## src/rtl/fb_line_fetcher_if.sv

```systemverilog
// Burst-FIFO and pixel-stream bundle for fb_line_fetcher.
// master: the fetcher side; slave: SDRAM controller FIFOs plus the pixel sink.
interface fb_line_fetcher_if;
   logic [31:0]  burst_cmd_d_o;
   logic         burst_cmd_enq_o;
   logic         burst_cmd_full_i;
   logic [127:0] burst_q_i;
   logic         burst_deq_o;
   logic         burst_empty_i;
   logic [15:0]  pixel_o;
   logic         pixel_valid_o;
   logic         pixel_ready_i;

   modport master (
      output burst_cmd_d_o, burst_cmd_enq_o, burst_deq_o, pixel_o, pixel_valid_o,
      input  burst_cmd_full_i, burst_q_i, burst_empty_i, pixel_ready_i
   );

   modport slave (
      input  burst_cmd_d_o, burst_cmd_enq_o, burst_deq_o, pixel_o, pixel_valid_o,
      output burst_cmd_full_i, burst_q_i, burst_empty_i, pixel_ready_i
   );
endinterface

```

## src/rtl/fb_line_fetcher.sv

```systemverilog
// Scanline fetcher: issues 8-word burst reads and unpacks 128-bit bursts into 16-bit pixels.
// Optional underrun statistics counter enabled by FB_FETCH_STATS_EN.
module fb_line_fetcher #(
   parameter int FB_WIDTH        = 640,
   parameter int MAX_OUTSTANDING = 4,
   parameter int STAT_WIDTH      = 16
) (
   input  logic                  clk,
   input  logic                  rst_i,
   input  logic                  start_i,
   input  logic [23:0]           line_addr_i,
   input  logic                  abort_i,
   output logic                  busy_o,
   output logic                  done_o,
   output logic [STAT_WIDTH-1:0] stat_underrun_o,
   fb_line_fetcher_if.master     bus
);

   localparam int NBURST = FB_WIDTH / 8;
   localparam int CNT_W  = $clog2(NBURST + 1);

   typedef enum logic [2:0] {
      C_IDLE = 3'd0,
      C_WAIT = 3'd1,
      C_DEQ  = 3'd2,
      C_LOAD = 3'd3,
      C_EMIT = 3'd4
   } c_state_t;

   c_state_t     state_q, state_d;
   logic         busy_q, busy_d;
   logic         done_q, done_d;
   logic         abort_q, abort_d;
   logic [23:0]  cmd_addr_q, cmd_addr_d;
   logic [CNT_W-1:0] issued_q, issued_d;
   logic [CNT_W-1:0] consumed_q, consumed_d;
   logic [3:0]   outstanding_q, outstanding_d;
   logic         enq_q, enq_d;
   logic [31:0]  cmd_q, cmd_d;
   logic         deq_q, deq_d;
   logic [127:0] shreg_q, shreg_d;
   logic [2:0]   idx_q, idx_d;
   logic         valid_q, valid_d;

   logic         issue_ok_s;
   logic         aborting_s;
   logic         out_inc_s;
   logic         out_dec_s;

   // Issue engine, consume FSM and outstanding-burst bookkeeping.
   always_comb begin
      state_d       = state_q;
      busy_d        = busy_q;
      done_d        = 1'b0;
      abort_d       = abort_q;
      cmd_addr_d    = cmd_addr_q;
      issued_d      = issued_q;
      consumed_d    = consumed_q;
      outstanding_d = outstanding_q;
      enq_d         = 1'b0;
      cmd_d         = cmd_q;
      deq_d         = 1'b0;
      shreg_d       = shreg_q;
      idx_d         = idx_q;
      valid_d       = valid_q;
      out_inc_s     = 1'b0;
      out_dec_s     = 1'b0;

      aborting_s = abort_q || (abort_i && busy_q);
      issue_ok_s = busy_q && !aborting_s
                   && (issued_q < CNT_W'(NBURST))
                   && !bus.burst_cmd_full_i
                   && (outstanding_q < 4'(MAX_OUTSTANDING));

      if (abort_i && busy_q) begin
         abort_d = 1'b1;
      end else begin
         abort_d = abort_q;
      end

      if (issue_ok_s) begin
         enq_d      = 1'b1;
         cmd_d      = {8'h00, cmd_addr_q};
         cmd_addr_d = cmd_addr_q + 24'd8;
         issued_d   = issued_q + CNT_W'(1);
         out_inc_s  = 1'b1;
      end else begin
         enq_d = 1'b0;
      end

      case (state_q)
         C_IDLE: begin
            if (start_i) begin
               cmd_addr_d = line_addr_i;
               issued_d   = {CNT_W{1'b0}};
               consumed_d = {CNT_W{1'b0}};
               busy_d     = 1'b1;
               abort_d    = 1'b0;
               valid_d    = 1'b0;
               state_d    = C_WAIT;
            end else begin
               state_d = C_IDLE;
            end
         end
         C_WAIT: begin
            // While aborting, remaining bursts are drained here until none are outstanding.
            if (aborting_s && (outstanding_q == 4'd0)) begin
               busy_d  = 1'b0;
               abort_d = 1'b0;
               state_d = C_IDLE;
            end else if (!bus.burst_empty_i) begin
               deq_d   = 1'b1;
               state_d = C_DEQ;
            end else begin
               state_d = C_WAIT;
            end
         end
         C_DEQ: begin
            state_d = C_LOAD;
         end
         C_LOAD: begin
            shreg_d    = bus.burst_q_i;
            out_dec_s  = 1'b1;
            consumed_d = consumed_q + CNT_W'(1);
            idx_d      = 3'd0;
            if (aborting_s) begin
               valid_d = 1'b0;
               state_d = C_WAIT;
            end else begin
               valid_d = 1'b1;
               state_d = C_EMIT;
            end
         end
         C_EMIT: begin
            if (aborting_s) begin
               valid_d = 1'b0;
               state_d = C_WAIT;
            end else if (bus.pixel_ready_i) begin
               shreg_d = {shreg_q[111:0], 16'h0000};
               idx_d   = idx_q + 3'd1;
               if (idx_q == 3'd7) begin
                  valid_d = 1'b0;
                  if (consumed_q == CNT_W'(NBURST)) begin
                     done_d  = 1'b1;
                     busy_d  = 1'b0;
                     state_d = C_IDLE;
                  end else begin
                     state_d = C_WAIT;
                  end
               end else begin
                  state_d = C_EMIT;
               end
            end else begin
               state_d = C_EMIT;
            end
         end
         default: begin
            state_d = C_IDLE;
            busy_d  = 1'b0;
            valid_d = 1'b0;
         end
      endcase

      // Issue and load in the same cycle leave the count unchanged.
      case ({out_inc_s, out_dec_s})
         2'b10:   outstanding_d = outstanding_q + 4'd1;
         2'b01:   outstanding_d = outstanding_q - 4'd1;
         default: outstanding_d = outstanding_q;
      endcase

      if (start_i && !busy_q) begin
         outstanding_d = 4'd0;
      end else begin
         outstanding_d = outstanding_d;
      end
   end

   // State and output registers.
   always_ff @(posedge clk) begin
      if (rst_i) begin
         state_q       <= C_IDLE;
         busy_q        <= 1'b0;
         done_q        <= 1'b0;
         abort_q       <= 1'b0;
         cmd_addr_q    <= 24'd0;
         issued_q      <= {CNT_W{1'b0}};
         consumed_q    <= {CNT_W{1'b0}};
         outstanding_q <= 4'd0;
         enq_q         <= 1'b0;
         cmd_q         <= 32'd0;
         deq_q         <= 1'b0;
         shreg_q       <= 128'd0;
         idx_q         <= 3'd0;
         valid_q       <= 1'b0;
      end else begin
         state_q       <= state_d;
         busy_q        <= busy_d;
         done_q        <= done_d;
         abort_q       <= abort_d;
         cmd_addr_q    <= cmd_addr_d;
         issued_q      <= issued_d;
         consumed_q    <= consumed_d;
         outstanding_q <= outstanding_d;
         enq_q         <= enq_d;
         cmd_q         <= cmd_d;
         deq_q         <= deq_d;
         shreg_q       <= shreg_d;
         idx_q         <= idx_d;
         valid_q       <= valid_d;
      end
   end

   assign busy_o              = busy_q;
   assign done_o              = done_q;
   assign bus.burst_cmd_enq_o = enq_q;
   assign bus.burst_cmd_d_o   = cmd_q;
   assign bus.burst_deq_o     = deq_q;
   assign bus.pixel_o         = shreg_q[127:112];
   assign bus.pixel_valid_o   = valid_q;

`ifdef FB_FETCH_STATS_EN
   logic [STAT_WIDTH-1:0] stat_q, stat_d;

   // Saturating count of cycles where the sink was ready but no pixel was offered.
   always_comb begin
      stat_d = stat_q;
      if (start_i && !busy_q) begin
         stat_d = {STAT_WIDTH{1'b0}};
      end else if (busy_q && bus.pixel_ready_i && !valid_q && (stat_q != {STAT_WIDTH{1'b1}})) begin
         stat_d = stat_q + {{(STAT_WIDTH-1){1'b0}}, 1'b1};
      end else begin
         stat_d = stat_q;
      end
   end

   // Underrun counter register.
   always_ff @(posedge clk) begin
      if (rst_i) begin
         stat_q <= {STAT_WIDTH{1'b0}};
      end else begin
         stat_q <= stat_d;
      end
   end

   assign stat_underrun_o = stat_q;
`else
   assign stat_underrun_o = {STAT_WIDTH{1'b0}};
`endif

endmodule

```

## src/flat_wrapper.sv

```systemverilog
// flat-port wrapper written by rule: the top's interface ports become plain ports
module fb_line_fetcher_flat 
#(
   parameter int FB_WIDTH        = 640,
   parameter int MAX_OUTSTANDING = 4,
   parameter int STAT_WIDTH      = 16
)
  (clk, rst_i, start_i, line_addr_i, abort_i, busy_o, done_o, stat_underrun_o, bus_burst_cmd_d_o, bus_burst_cmd_enq_o, bus_burst_deq_o, bus_pixel_o, bus_pixel_valid_o, bus_burst_cmd_full_i, bus_burst_q_i, bus_burst_empty_i, bus_pixel_ready_i);
  fb_line_fetcher_if bus_i ();
  input  logic clk;
  input  logic rst_i;
  input  logic start_i;
  input  logic [23:0] line_addr_i;
  input  logic abort_i;
  output logic busy_o;
  output logic done_o;
  output logic [STAT_WIDTH-1:0] stat_underrun_o;
  output wire logic [$bits(bus_i.burst_cmd_d_o)-1:0] bus_burst_cmd_d_o;
  output wire logic [$bits(bus_i.burst_cmd_enq_o)-1:0] bus_burst_cmd_enq_o;
  output wire logic [$bits(bus_i.burst_deq_o)-1:0] bus_burst_deq_o;
  output wire logic [$bits(bus_i.pixel_o)-1:0] bus_pixel_o;
  output wire logic [$bits(bus_i.pixel_valid_o)-1:0] bus_pixel_valid_o;
  input wire logic [$bits(bus_i.burst_cmd_full_i)-1:0] bus_burst_cmd_full_i;
  input wire logic [$bits(bus_i.burst_q_i)-1:0] bus_burst_q_i;
  input wire logic [$bits(bus_i.burst_empty_i)-1:0] bus_burst_empty_i;
  input wire logic [$bits(bus_i.pixel_ready_i)-1:0] bus_pixel_ready_i;
  assign bus_burst_cmd_d_o = bus_i.burst_cmd_d_o;
  assign bus_burst_cmd_enq_o = bus_i.burst_cmd_enq_o;
  assign bus_burst_deq_o = bus_i.burst_deq_o;
  assign bus_pixel_o = bus_i.pixel_o;
  assign bus_pixel_valid_o = bus_i.pixel_valid_o;
  assign bus_i.burst_cmd_full_i = bus_burst_cmd_full_i;
  assign bus_i.burst_q_i = bus_burst_q_i;
  assign bus_i.burst_empty_i = bus_burst_empty_i;
  assign bus_i.pixel_ready_i = bus_pixel_ready_i;
  fb_line_fetcher #(.FB_WIDTH(FB_WIDTH), .MAX_OUTSTANDING(MAX_OUTSTANDING), .STAT_WIDTH(STAT_WIDTH)) u_core (.clk(clk), .rst_i(rst_i), .start_i(start_i), .line_addr_i(line_addr_i), .abort_i(abort_i), .busy_o(busy_o), .done_o(done_o), .stat_underrun_o(stat_underrun_o), .bus(bus_i));
endmodule
```

## config.mk

```make
export PLATFORM = sky130hd
export DESIGN_NAME = fb_line_fetcher_flat
export DESIGN_NICKNAME = d
export VERILOG_FILES = /design/src/rtl/fb_line_fetcher_if.sv /design/src/rtl/fb_line_fetcher.sv /design/src/flat_wrapper.sv
export SDC_FILE = /design/constraint.sdc
export NUM_CORES = 1
export LEC_CHECK = 0
export CORE_ASPECT_RATIO = 2
export CORE_MARGIN = 2
export CORE_UTILIZATION = 52
export CTS_BUF_LIST = sky130_fd_sc_hd__clkbuf_4
export DETAILED_ROUTE_END_ITERATION = 8
export PLACE_DENSITY = 0.8
export SLEW_MARGIN = 20
export SYNTH_ARGS = -nofsm -noshare
export SYNTH_HDL_FRONTEND = slang
export SYNTH_SLANG_ARGS = --single-unit
```

## constraint.sdc

```tcl
create_clock -name clk -period 2.89 [get_ports clk]
set_input_delay 0.289 -clock clk [delete_from_list [all_inputs] [get_ports clk]]
set_output_delay 0.289 -clock clk [all_outputs]
set_load 0.005 [all_outputs]
```

==> impl_metrics.env <==
export IMPL_outcome="finished clean"
export IMPL_vdd_drop_max_mv=0.331
export IMPL_slowest_stage="dfxtp_1"
export IMPL_max_slew_worst_pin_slew_ns=0.591
export IMPL_num_vias=7856
export IMPL_grt_pass1_wl_um=36600
export IMPL_ff2ff_setup_slack_ns=0.52
export IMPL_start_util_pct=52.7
export IMPL_dp_cells=1372
export IMPL_postSynthCellCount=1033
export IMPL_numCtsBuffers=48
export IMPL_yosysUniqueCellTypes=59
export IMPL_io_pin_count=228
export IMPL_dpl_hpwl_um=15400
export IMPL_arrival_ns=2.94
export IMPL_synth_edf_count=0
export IMPL_overflow=0
export IMPL_finalMaxSlewViolations=0
export IMPL_dp_slack_ns=0.101
export IMPL_synth_ff_type="dfxtp_1"
export IMPL_cts_sinks=206
export IMPL_ant_nets=0
export IMPL_setup_violations=0
export IMPL_power_density_nw_per_um2=511
export IMPL_crit_fanout=11
export IMPL_cts_root_buf="clkbuf_4"
export IMPL_drv_cap=0
export IMPL_r2r_start="u_core.state_q[0]$_SDFF_PP0_"
export IMPL_grt_max_degree=130
export IMPL_nets=1374
export IMPL_yosys_warnings=0
export IMPL_fin_crit_sh_pct=82.1
export IMPL_r2r_end="u_core.outstanding_q[2]$_SDFFE_PP0P_"
export IMPL_cts_htree_levels=2
export IMPL_netlist_area_um2=9550
export IMPL_dieHeight_um=196
export IMPL_final_cell_count_no_fill=1462
export IMPL_cts_setup_buffers=0
export IMPL_crit_type="flop to flop"
export IMPL_path_delay_family="simple AND/OR/NAND/NOR gates"
export IMPL_vias_per_cell=5.37
export IMPL_async_flop_share_pct=0
export IMPL_fp_coreArea_um2=18100
export IMPL_endpoint="u_core.outstanding_q[2]$_SDFFE_PP0P_"
export IMPL_wl_per_cell_um=15.4
export IMPL_cts_tree="done"
export IMPL_grt_antenna_before_repair=3
export IMPL_crit_cells=9
export IMPL_setup_slack_ns=0.516
export IMPL_yosysSeqAreaShare_pct=43.2
export IMPL_rows=70
export IMPL_critPathBufInv=1
export IMPL_critical_path_cell_chain="nand3b_1 > inv_2 > ha_1 > xor2_1 > ha_1 > a21oi_1 > xor2_1 > or3_1 > a21oi_1"
export IMPL_cts_repair_resized=0
export IMPL_clk_latency_ns=0.63
export IMPL_startpoint_type="flop"
export IMPL_crit_path_start="u_core.state_q[0]$_SDFF_PP0_"
export IMPL_rsz0062_at_grt="no"
export IMPL_clockBufferDepth=3
export IMPL_post_route_min_period_ns=2.37
export IMPL_path_clk_slew_ns=0.08
export IMPL_max_freq_mhz=421
export IMPL_fp_dieW_um=99.8
export IMPL_postSynthAreaPerCell_um2=9.25
export IMPL_grt_use_total_pct=22.9
export IMPL_grt_pass1_vias=7792
export IMPL_drtIter0Drc=212
export IMPL_dieArea_um2=19500
export IMPL_io_buffers=203
export IMPL_max_stage_delay_ns=0.53
export IMPL_firstDrtPassIters=4
export IMPL_worst_r2r_path_depth=9
export IMPL_gp_congestion=0.817
export IMPL_tns_ns=0
export IMPL_drc=0
export IMPL_fin_hold_ws_ns=0.104
export IMPL_wirelength_um=22500
export IMPL_clock_skew_ns=0.0345
export IMPL_hold_viol_final=0
export IMPL_required_ns=3.46
export IMPL_leakage_nw=3.91
export IMPL_syn_to_final_growth_pct=26.1
export IMPL_hold_path_class="primary input to flop"
export IMPL_drive_gt1_share_pct=10.9
export IMPL_synth_seq_cells=206
export IMPL_slew_headroom_pct=60.6
export IMPL_worstSetupEndpointType="flop"
export IMPL_hold_buffers=0
## worst min-delay path by stage
stage	start	cells past startpoint	to
after floorplan	bus_burst_empty_i	1	u_core.bus.burst_deq_o$_SDFF_PP0_
after global placement	u_core.cmd_addr_q[2]$_SDFFE_PP0P_	2	u_core.bus.burst_cmd_d_o[2]$_SDFFE_PP0N_
after detailed placement	u_core.bus.burst_cmd_d_o[6]$_SDFFE_PP0N_	2	u_core.bus.burst_cmd_d_o[6]$_SDFFE_PP0N_
after CTS	rst_i	2	u_core.shreg_q[3]$_SDFFE_PP0P_
after global routing	rst_i	2	u_core.shreg_q[3]$_SDFFE_PP0P_
final	rst_i	2	u_core.shreg_q[3]$_SDFFE_PP0P_
## cell usage after synthesis, drive strengths merged (12+ instances only)
master | count | share of area [%]
a211oi | 133 | 11
a21oi | 42 | 2.2
a22oi | 20 | 1.6
buf | 92 | 6.4
clkbuf | 27 | 1.1
dfxtp | 206 | 43
inv | 12 | 0.47
mux2i | 113 | 12
nand2 | 77 | 3.1
nand3 | 18 | 1.3
nor2 | 180 | 7.2
nor3 | 12 | 1.0
xnor2 | 20 | 1.8
## power breakdown
| group | switching (mW) | internal (mW) |
|---|---|---|
| Clock | 1.13 | 1.15 |
| Combinational | 0.379 | 0.429 |
| Sequential | 0.107 | 2.96 |
| Total | 1.61 | 4.54 |
## cells by family (layout without fill, tap and decap cells)
| kind of cell | count (synthesis) | count (layout) | synth area share (%) |
|---|---|---|---|
| XOR/XNOR | 28 | 28 | 2.57 |
| AND/OR/NAND/NOR | 330 | 330 | 16.7 |
| multiplexers | 115 | 115 | 12.1 |
| flip-flops | 206 | 206 | 43.2 |
| adder cells (fa/ha/maj) | 9 | 9 | 1.18 |
| other | 1 | 27 | 0.0393 |
| AO/OA/AOI/OAI | 213 | 213 | 16.3 |
| buffers and inverters | 131 | 318 | 7.94 |
## placed cells by master, fill, tap and decap left out, types with 3 or more instances in the layout
master / netlist / layout
nand2b_1: 4 / 4
inv_1: 10 / 10
xor2_1: 8 / 8
xnor2_1: 20 / 20
and3_1: 6 / 6
nand4_1: 3 / 3
nor2_1: 179 / 179
clkbuf_4: 0 / 73
diode_2: 0 / 3
a211oi_1: 118 / 118
ha_1: 9 / 9
o21ai_1: 3 / 3
buf_12: 0 / 5
a211oi_2: 15 / 15
a22oi_1: 20 / 20
conb_1: 1 / 24
nor3_1: 5 / 5
nor3_2: 7 / 7
clkinv_1: 0 / 14
nand3b_1: 3 / 3
buf_4: 54 / 11
o21ai_0: 4 / 4
nand2_1: 75 / 75
dfxtp_1: 206 / 206
nor4_2: 7 / 7
clkdlybuf4s50_1: 0 / 202
or3_1: 3 / 3
nand3_1: 15 / 14
mux2i_1: 113 / 113
a21oi_1: 42 / 42
## flip-flops by register name (all words and copies together), names as in the netlist
| signal | count |
|---|---|
| u_core.bus.pixel_valid_o | 1 |
| u_core.done_o | 1 |
| u_core.state_q | 3 |
| u_core.issued_q | 7 |
| u_core.consumed_q | 7 |
| u_core.idx_q | 3 |
| u_core.bus.burst_cmd_enq_o | 1 |
| u_core.busy_o | 1 |
| u_core.bus.burst_cmd_d_o | 24 |
| u_core.outstanding_q | 4 |
| u_core.bus.burst_deq_o | 1 |
| u_core.cmd_addr_q | 24 |
| u_core.abort_q | 1 |
| u_core.shreg_q | 128 |
## per-stage QoR
stage / instance area, µm² / utilization, % / power [mW]
after floorplan: 9640 / - / 3.61
after global placement: 11400 / 63.1 / 3.92
after detailed placement: 11400 / 63.1 / 3.94
after CTS: 12000 / 66.4 / 6.25
after global routing: 12000 / 66.4 / 6.46
final: 12000 / 66.4 / 6.16
## metal layers
metal / vias up / part of all wire (%) / track usage (%)
met3: 53 / 4.9 / 4.28
met5: - / 0 / 0
met4: 0 / 3.3 / 11.5
met1: 3603 / 39 / 24.4
met2: 212 / 53 / 42.3
li1: 3988 / - / -
## area by class of cell
cell class	instances	area [µm²]
timing repair buffer	219	2220
multi-input combinational	719	4780
fill	1505	6090
inverter	12	45.0
sequential	206	4120
clock inverter	14	52.6
antenna	3	7.51
clock buffer	73	548
tap	216	270
(Power assumes the default switching activity.)
